[config.mk]
export PLATFORM = sky130hd
export DESIGN_NAME = mio_bus_master
export DESIGN_NICKNAME = d
export VERILOG_FILES = /design/src/rtl/mio_bus_master.sv
export SDC_FILE = /design/constraint.sdc
export NUM_CORES = 1
export LEC_CHECK = 0
export CAP_MARGIN = 10
export CORE_ASPECT_RATIO = 0.6
export CORE_MARGIN = 2
export CORE_UTILIZATION = 49
export DETAILED_ROUTE_END_ITERATION = 10
export PLACE_DENSITY = 0.85
export SLEW_MARGIN = 40
export SYNTH_ARGS = -nofsm -noshare
export SYNTH_HDL_FRONTEND = slang
export SYNTH_SLANG_ARGS = --single-unit
export TNS_END_PERCENT = 1
[constraint.sdc]
create_clock -name clk -period 2.56 [get_ports clk]
set_input_delay 0.384 -clock clk [delete_from_list [all_inputs] [get_ports clk]]
set_output_delay 0.384 -clock clk [all_outputs]
set_load 0.03 [all_outputs]
[src/rtl/mio_bus_master.sv]
// ============================================================================
// mio_bus_master : block-copy DMA initiator sharing the MIO bus with the CPU
// Rev 1.0 - initial release
// ============================================================================
`default_nettype none

module mio_bus_master #(
  parameter int READ_LAT  = 1,
  parameter int MAX_BURST = 16,
  parameter int LEN_W     = 11
) (
  input  logic             clk,
  input  logic             rst,
  input  logic             start_i,
  input  logic [31:0]      src_addr_i,
  input  logic [31:0]      dst_addr_i,
  input  logic [LEN_W-1:0] len_i,
  input  logic             src_inc_i,
  input  logic             dst_inc_i,
  input  logic             abort_i,
  output logic             busy_o,
  output logic             done_o,
  output logic             aborted_o,
  output logic [LEN_W-1:0] words_done_o,
  output logic             bus_req_o,
  input  logic             bus_gnt_i,
  output logic [31:0]      addr_bus_o,
  output logic             mem_w_o,
  output logic [31:0]      Cpu_data2bus_o,
  input  logic [31:0]      Cpu_data4bus_i
);

  localparam int C_RDW = (READ_LAT > 0) ? $clog2(READ_LAT + 1) : 1;
  localparam int C_BW  = $clog2(MAX_BURST + 1);

  typedef enum logic [2:0] {
    S_IDLE = 3'd0,
    S_REQ  = 3'd1,
    S_RD   = 3'd2,
    S_WR   = 3'd3,
    S_REL  = 3'd4,
    S_DONE = 3'd5
  } state_t;

  state_t           state_q, state_d;
  logic [31:0]      src_q, src_d;
  logic [31:0]      dst_q, dst_d;
  logic [31:0]      data_q, data_d;
  logic [LEN_W-1:0] rem_q, rem_d;
  logic [LEN_W-1:0] words_q, words_d;
  logic [C_BW-1:0]  burst_q, burst_d;
  logic [C_RDW-1:0] rdc_q, rdc_d;
  logic             src_inc_q, src_inc_d;
  logic             dst_inc_q, dst_inc_d;
  logic             aborted_q, aborted_d;

  always_ff @(posedge clk) begin
    if (!rst) begin
      state_q   <= S_IDLE;
      src_q     <= '0;
      dst_q     <= '0;
      data_q    <= '0;
      rem_q     <= '0;
      words_q   <= '0;
      burst_q   <= '0;
      rdc_q     <= '0;
      src_inc_q <= 1'b0;
      dst_inc_q <= 1'b0;
      aborted_q <= 1'b0;
    end else begin
      state_q   <= state_d;
      src_q     <= src_d;
      dst_q     <= dst_d;
      data_q    <= data_d;
      rem_q     <= rem_d;
      words_q   <= words_d;
      burst_q   <= burst_d;
      rdc_q     <= rdc_d;
      src_inc_q <= src_inc_d;
      dst_inc_q <= dst_inc_d;
      aborted_q <= aborted_d;
    end
  end

  always_comb begin
    state_d        = state_q;
    src_d          = src_q;
    dst_d          = dst_q;
    data_d         = data_q;
    rem_d          = rem_q;
    words_d        = words_q;
    burst_d        = burst_q;
    rdc_d          = rdc_q;
    src_inc_d      = src_inc_q;
    dst_inc_d      = dst_inc_q;
    aborted_d      = aborted_q;
    busy_o         = 1'b0;
    done_o         = 1'b0;
    bus_req_o      = 1'b0;
    addr_bus_o     = '0;
    mem_w_o        = 1'b0;
    Cpu_data2bus_o = '0;

    unique case (state_q)
      S_IDLE: begin
        if (start_i) begin
          src_d     = src_addr_i & ~32'd3;
          dst_d     = dst_addr_i & ~32'd3;
          rem_d     = len_i;
          src_inc_d = src_inc_i;
          dst_inc_d = dst_inc_i;
          words_d   = '0;
          aborted_d = 1'b0;
          burst_d   = '0;
          state_d   = (len_i != '0) ? S_REQ : S_DONE;
        end
      end

      S_REQ: begin
        busy_o    = 1'b1;
        bus_req_o = 1'b1;
        if (abort_i) begin
          aborted_d = 1'b1;
          state_d   = S_DONE;
        end else if (bus_gnt_i) begin
          rdc_d   = '0;
          state_d = S_RD;
        end
      end

      // A grant loss mid-read throws the partial read away; the same word is re-read.
      S_RD: begin
        busy_o    = 1'b1;
        bus_req_o = 1'b1;
        if (bus_gnt_i) begin
          addr_bus_o = src_q;
        end
        if (abort_i) begin
          aborted_d = 1'b1;
          state_d   = S_DONE;
        end else if (!bus_gnt_i) begin
          rdc_d   = '0;
          state_d = S_REQ;
        end else if (rdc_q == C_RDW'(READ_LAT)) begin
          data_d  = Cpu_data4bus_i;
          state_d = S_WR;
        end else begin
          rdc_d = rdc_q + C_RDW'(1);
        end
      end

      S_WR: begin
        busy_o         = 1'b1;
        bus_req_o      = 1'b1;
        addr_bus_o     = dst_q;
        mem_w_o        = 1'b1;
        Cpu_data2bus_o = data_q;
        words_d        = words_q + LEN_W'(1);
        rem_d          = rem_q - LEN_W'(1);
        burst_d        = burst_q + C_BW'(1);
        rdc_d          = '0;
        if (src_inc_q) src_d = src_q + 32'd4;
        if (dst_inc_q) dst_d = dst_q + 32'd4;
        if (rem_q == LEN_W'(1)) begin
          state_d = S_DONE;
        end else if (abort_i) begin
          aborted_d = 1'b1;
          state_d   = S_DONE;
        end else if (burst_d == C_BW'(MAX_BURST)) begin
          state_d = S_REL;
        end else begin
          state_d = S_RD;
        end
      end

      S_REL: begin
        busy_o  = 1'b1;
        burst_d = '0;
        if (abort_i) begin
          aborted_d = 1'b1;
          state_d   = S_DONE;
        end else begin
          state_d = S_REQ;
        end
      end

      S_DONE: begin
        done_o  = 1'b1;
        state_d = S_IDLE;
      end

      default: state_d = S_IDLE;
    endcase
  end

  assign words_done_o = words_q;
  assign aborted_o    = aborted_q;

endmodule

`default_nettype wire
==> results of run 1 <==
per-stage QoR:
step                      cells  hold WS [ns]  area, um^2  utilization  power, uW
final                      1375        0.4469        9957       0.6864       5721
after CTS                  1375        0.4506        9953       0.6861       5688
after detailed placement   1344        0.4424        9370       0.6459       3303
after global routing       1375        0.4625        9957       0.6864       5918
after global placement     1344        0.4371        9370       0.6459       3283
after floorplan             993        0.4317        7274            -       2821
flip-flops by register name, summed over array words and instances (netlist names):
register,cells
src_q,30
dst_q,30
dst_inc_q,1
state_q,3
aborted_o,1
src_inc_q,1
rdc_q,1
data_q,32
words_done_o,11
burst_q,5
rem_q,11
routing by layer:
| metal | up-vias | wire length (um) | global-route usage |
|---|---|---|---|
| met5 | - | 0 | 0 |
| met4 | 0 | 417 | 0.08036 |
| met3 | 45 | 2886 | 0.07944 |
| met2 | 499 | 10040 | 0.4265 |
| met1 | 3896 | 11500 | 0.4592 |
| li1 | 3979 | - | - |
what timing repair did:
| item | CTS | global route |
|---|---|---|
| endpoints found under the setup margin | 26 | 46 |
| resized for setup | 2 | 3 |
| hold endpoints to repair | 0 | 0 |
| pin swaps | 0 | 1 |
placed cells by master, fill, tap and decap left out, drive strengths merged, types with 8 or more instances in the layout:
cell type,n
nor2,76
and4,9
and2,44
a22o,30
or3,12
nand4,17
dfxtp,126
buf,112
clkbuf,18
a21oi,118
nor4,15
o21ai,51
o211ai,11
clkdlybuf4s50,124
nand3,57
nor3,29
a311oi,8
inv,10
nand2,159
and3,14
a31oi,18
report_power, final:
part / internal (uW) / switching [uW]
registers: 2100 / 211
clock network: 1460 / 952
logic: 473 / 534
area by class of cell:
| class | count | area (um^2) |
|---|---|---|
| timing repair buffer | 236 | 2182 |
| sequential | 126 | 2526 |
| fill | 1198 | 4549 |
| clock inverter | 13 | 141.4 |
| clock buffer | 18 | 439.2 |
| tap | 198 | 247.7 |
| inverter | 8 | 35.03 |
| multi-input combinational | 776 | 4385 |
critical path: cells and delay by family, from the launching register on:
kind            cells  cell delay [ns]
flops               1             0.39
simple gates        1             0.26
buf+inv             1             0.71
compound gates      1             0.35
worst paths after layout:
path         cells past startpoint        from         end
min                              2  data_q[15]  data_q[15]
min reg2reg                      2  data_q[15]  data_q[15]
max reg2reg                      5   dst_q[10]   dst_q[27]
max                              3  state_q[0]      busy_o
cell families (layout without fill, tap and decap cells):
logic type | Yosys count | count (layout)
AND/OR/NAND/NOR | 457 | 457
AO/OA/AOI/OAI | 303 | 303
flip-flops | 126 | 126
buffers and inverters | 91 | 275
multiplexers | 8 | 8
adder cells (fa/ha/maj) | 6 | 6
other | 1 | 2
==> reports/results.txt, run 1 <==
antenna violations before repair: 0
die height: 98.36 um
Critical Path RT: 2.18 ns
num ports: 194
Final min period: 2.505 ns
Place WS: 0.09594 ns
xor-xnor portion of the synthesized cell area: 0
Slew Limit Fails: 0
share of cells above drive strength 1: 0.1427
mean number of vias per cell: 6.123
Synth async-reset ratio: 0
Slowest cell on crit path: clkdlybuf4s50_1
worst rel slew slack: 0.5582
Placer Congestion: 0.9700
DRC Markers: 0
status: complete, no violations
Max Cap Violations: 0
final setup fails: 0
PwrDens: 574.5 nW/um^2
Setup crit end kind: output port
critical path's largest stage delay: 0.71 ns
drt initial violations: 1,033
total gr overflow: 0
GRT Overall Usage: 0.3045
worst-margin pin slew: 0.6577 ns
count leader, synth: nand2_1
crit-path cells: o21ai_0 > nor2b_1 > clkdlybuf4s50_1
Post-synth top cells: nand2_1, dfxtp_1, a21oi_1
class of the most critical hold timing path: flip-flop to flip-flop
DR pass1 iterations: 5
vias in the first global route: 7,273
worst-path maximum fanout: 13
largest area contributor in the netlist: dfxtp_1
Antenna Violating Nets Remaining: 0
Setup crit start kind: flip-flop
H-tree Lvls: 4
n_diodes: 0
most common flop cell mapped by yosys: dfxtp_1
Area contributors post-synth: dfxtp_1, nand2_1, a21oi_1
Num CTS Buffers: 17
mapped cell area: 7271 um^2
HPWL Detailed: 17,420 um
post-CTS setup buffers: 0
Synth top area share: 0.3469
Static Leak: 0.003738 uW
Critical Path AT: 2.12 ns
hold violation total from the final report: 0
post-route clock period utilization: 0.9784
Skew-Pair Late Insertion Delay: 0.43 ns
Max VDD drop: 0.3714 mV
via count: 8,419
FP Rows: 34
Initial Util: 0.5012
CTS Hold Buffers Added: 0
worst clock skew: 0.01384 ns
main combinational cell family by area after synthesis: simple AND/OR/NAND/NOR gates
sequential area share after synthesis: 0.3469
Die Width: 161.3 um
register bit total from synthesis: 126
EDFF count, synth: 0
final worst slack: 0.05531 ns
multiplexer share of the synthesized area: 0.01136
Clock transition at path regs: 0.06 ns
Syn-to-layout area delta: 36.95%
setup TNS: 0 ns
CTS tree: done
Synth Area in Adders: 0.01033
fmax: 399.3 MHz
R2R setup slack: 0.26 ns
Clock Tree Buf Depth: 2
Final nets: 1,285
Root Driver: clkbuf_16
synth unique cells: 66
core footprint: 14,510 um^2
simple-gate share of the synthesized area: 0.3101
Synth warnings: 0
Avg Cell Area, Syn: 7.329 um^2
WS Path Type: flip-flop to output port
largest net degree at the start of global routing: 96
post-synthesis cell count: 992
Compound-Gate Fraction of Synth Area: 0.2678
first-pass GRT wire length: 38,580 um
total wire length: 24,840 um
Wirelength per Cell: 18.06 um
Die ar.: 15,860 um^2
Clock Sink Count: 126
PortBufs: 187
Power figures use the tool's default switching activity.
==> run 2: changes to the inputs <==
--- a/config.mk
+++ b/config.mk
@@ -13,2 +13,3 @@
 export PLACE_DENSITY = 0.85
+export SETUP_SLACK_MARGIN = 0.4
 export SLEW_MARGIN = 40
--- a/constraint.sdc
+++ b/constraint.sdc
@@ -3,2 +3,2 @@
 set_output_delay 0.384 -clock clk [all_outputs]
-set_load 0.03 [all_outputs]
+set_load 0.01 [all_outputs]
==> run 2 against run 1 <==
Critical path depth is 2 higher. Sequential power barely moved. Global-route usage up 1.5 points. Highest routed layer unchanged. Critical endpoint is now Cpu_data2bus_o[10]. Utilization grew 1.9 points.
==> reports/results.txt, run 2 (synthesis results as in run 1) <==
status: complete, no violations
PwrDens: 562.9 nW/um^2
final setup fails: 0
worst-margin pin slew: 0.7309 ns
Root Driver: clkbuf_16
Max VDD drop: 0.4442 mV
Clk pwr share: 0.422
Antenna Violating Nets Remaining: 0
first-pass GRT wire length: 40,610 um
most flop-heavy register: data_q
post-route clock period utilization: 0.9298
die height: 98.36 um
core footprint: 14,510 um^2
Placer Congestion: 0.9195
Slew Limit Fails: 0
HPWL Detailed: 18,200 um
commonest non-fill, non-tap cell in the layout: nand2_1
GRT Overall Usage: 0.3194
total wire length: 25,680 um
Final min period: 2.380 ns
Die ar.: 15,860 um^2
Clock Tree Buf Depth: 2
Skew-Pair Late Insertion Delay: 0.42 ns
vias in the first global route: 7,701
CTS Hold Buffers Added: 0
Place WS: -0.06545 ns
Max Cap Violations: 0
Largest register FFs: 32
RSZ-0062 raised after global routing: yes
Seq pwr share: 0.400
Post-Layout Cell Count: 1,393
drt initial violations: 1,259
fmax: 420.1 MHz
worst clock skew: 0.01421 ns
RR Startpoint: src_q[3]
hold violation total from the final report: 0
Setup crit start kind: flip-flop
critical path's largest stage delay: 0.55 ns
crit-path cells: nand3b_1 > inv_4 > buf_12 > and2_1 > clkdlybuf4s50_1
worst hold start: data_q[12]
CTS tree: done
Clock Sink Count: 126
Setup crit end kind: output port
WS Path Type: flip-flop to output port
worst-path maximum fanout: 24
Wirelength per Cell: 18.43 um
Critical Path RT: 2.18 ns
final worst slack: 0.1796 ns
Initial Util: 0.5012
largest net degree at the start of global routing: 61
Die Width: 161.3 um
placed insts: 1,349
share of cells above drive strength 1: 0.1146
combinational power share: 0.178
n_diodes: 0
Int Pwr: 4043 uW
P_sw: 1722 uW
largest registers: data_q: 32 flops, dst_q: 30 flops, src_q: 30 flops
Static Leak: 0.003805 uW
mean number of vias per cell: 6.136
H-tree Lvls: 4
num ports: 194
Slowest cell on crit path: clkdlybuf4s50_1
switch share: 0.2987
DRC Markers: 0
most frequent cells in the layout: nand2_1, clkdlybuf4s50_1, dfxtp_1
total gr overflow: 0
PortBufs: 187
worst rel slew slack: 0.5083
via count: 8,547
antenna violations before repair: 0
CP Launch Point: state_q[2]
Final Power: 5764 uW
class of the most critical hold timing path: flip-flop to flip-flop
Clock transition at path regs: 0.06 ns
worst hold slack: 0.4493 ns
DR pass1 iterations: 6
FP Rows: 34
Final nets: 1,302
Critical Path AT: 2.00 ns
WP buf/inv: 3
Syn-to-layout area delta: 40.84%
Crit path max-delay family: buffers and inverters
Num CTS Buffers: 17
## run 2: path summary, 6_finish.rpt
kind	to	slack, ns	cells after the start
setup / recovery	Cpu_data2bus_o[10]	0.18	5
setup reg to reg	src_q[16]	0.30	6
hold reg to reg	data_q[12]	0.45	2
hold / removal	data_q[12]	0.45	2
## run 2: area by class of cell
| type | count | area, um^2 |
|---|---|---|
| Clock buffer | 18 | 429.2 |
| Clock inverter | 14 | 158.9 |
| Fill cell | 1159 | 4267 |
| Inverter | 8 | 32.53 |
| Multi-Input combinational cell | 776 | 4399 |
| Sequential cell | 126 | 2524 |
| Tap cell | 198 | 247.7 |
| Timing Repair Buffer | 253 | 2449 |
## run 2: worst register-to-register path, delay by kind of cell (launching register included)
family	cells	cell delay [ns]
adders and majority gates	1	0.34
and+or+nand+nor	2	0.69
AOI/OAI and AO/OA	3	0.58
DFF	1	0.55
## run 2: routing by layer
metal,track usage,vias to the layer above,share of wire
met5,0,-,0
met4,0.07212,0,0.014
met3,0.08709,40,0.12
met2,0.4503,522,0.41
met1,0.4812,3965,0.46
li1,-,4020,-
## run 2: stage by stage
step                      utilization  setup TNS [ns]  instance area [um^2]
after CTS                      0.7053               0                 10230
final                          0.7059               0                 10240
after global routing           0.7059               0                 10240
after detailed placement       0.6568        -0.08342                  9528
after global placement         0.6568               0                  9528
after floorplan                     -               0                  7274
## run 2: repair_timing
action / in CTS / in global routing
endpoints found under the setup margin: 67 / 98
cloned: 1 / 0
resized for setup: 63 / 5
buffers inserted: 11 / 0
pin swaps: 1 / 0
## run 2: power by group through the flow
stage | logic [uW] | clock network (uW) | registers (uW)
2_1_floorplan | 548 | 0 | 2250
4_1_cts | 999 | 2450 | 2290
5_1_grt | 1110 | 2540 | 2320
3_5_place_dp | 969 | 0 | 2330
3_3_place_gp | 947 | 0 | 2330
6_report | 1020 | 2430 | 2310
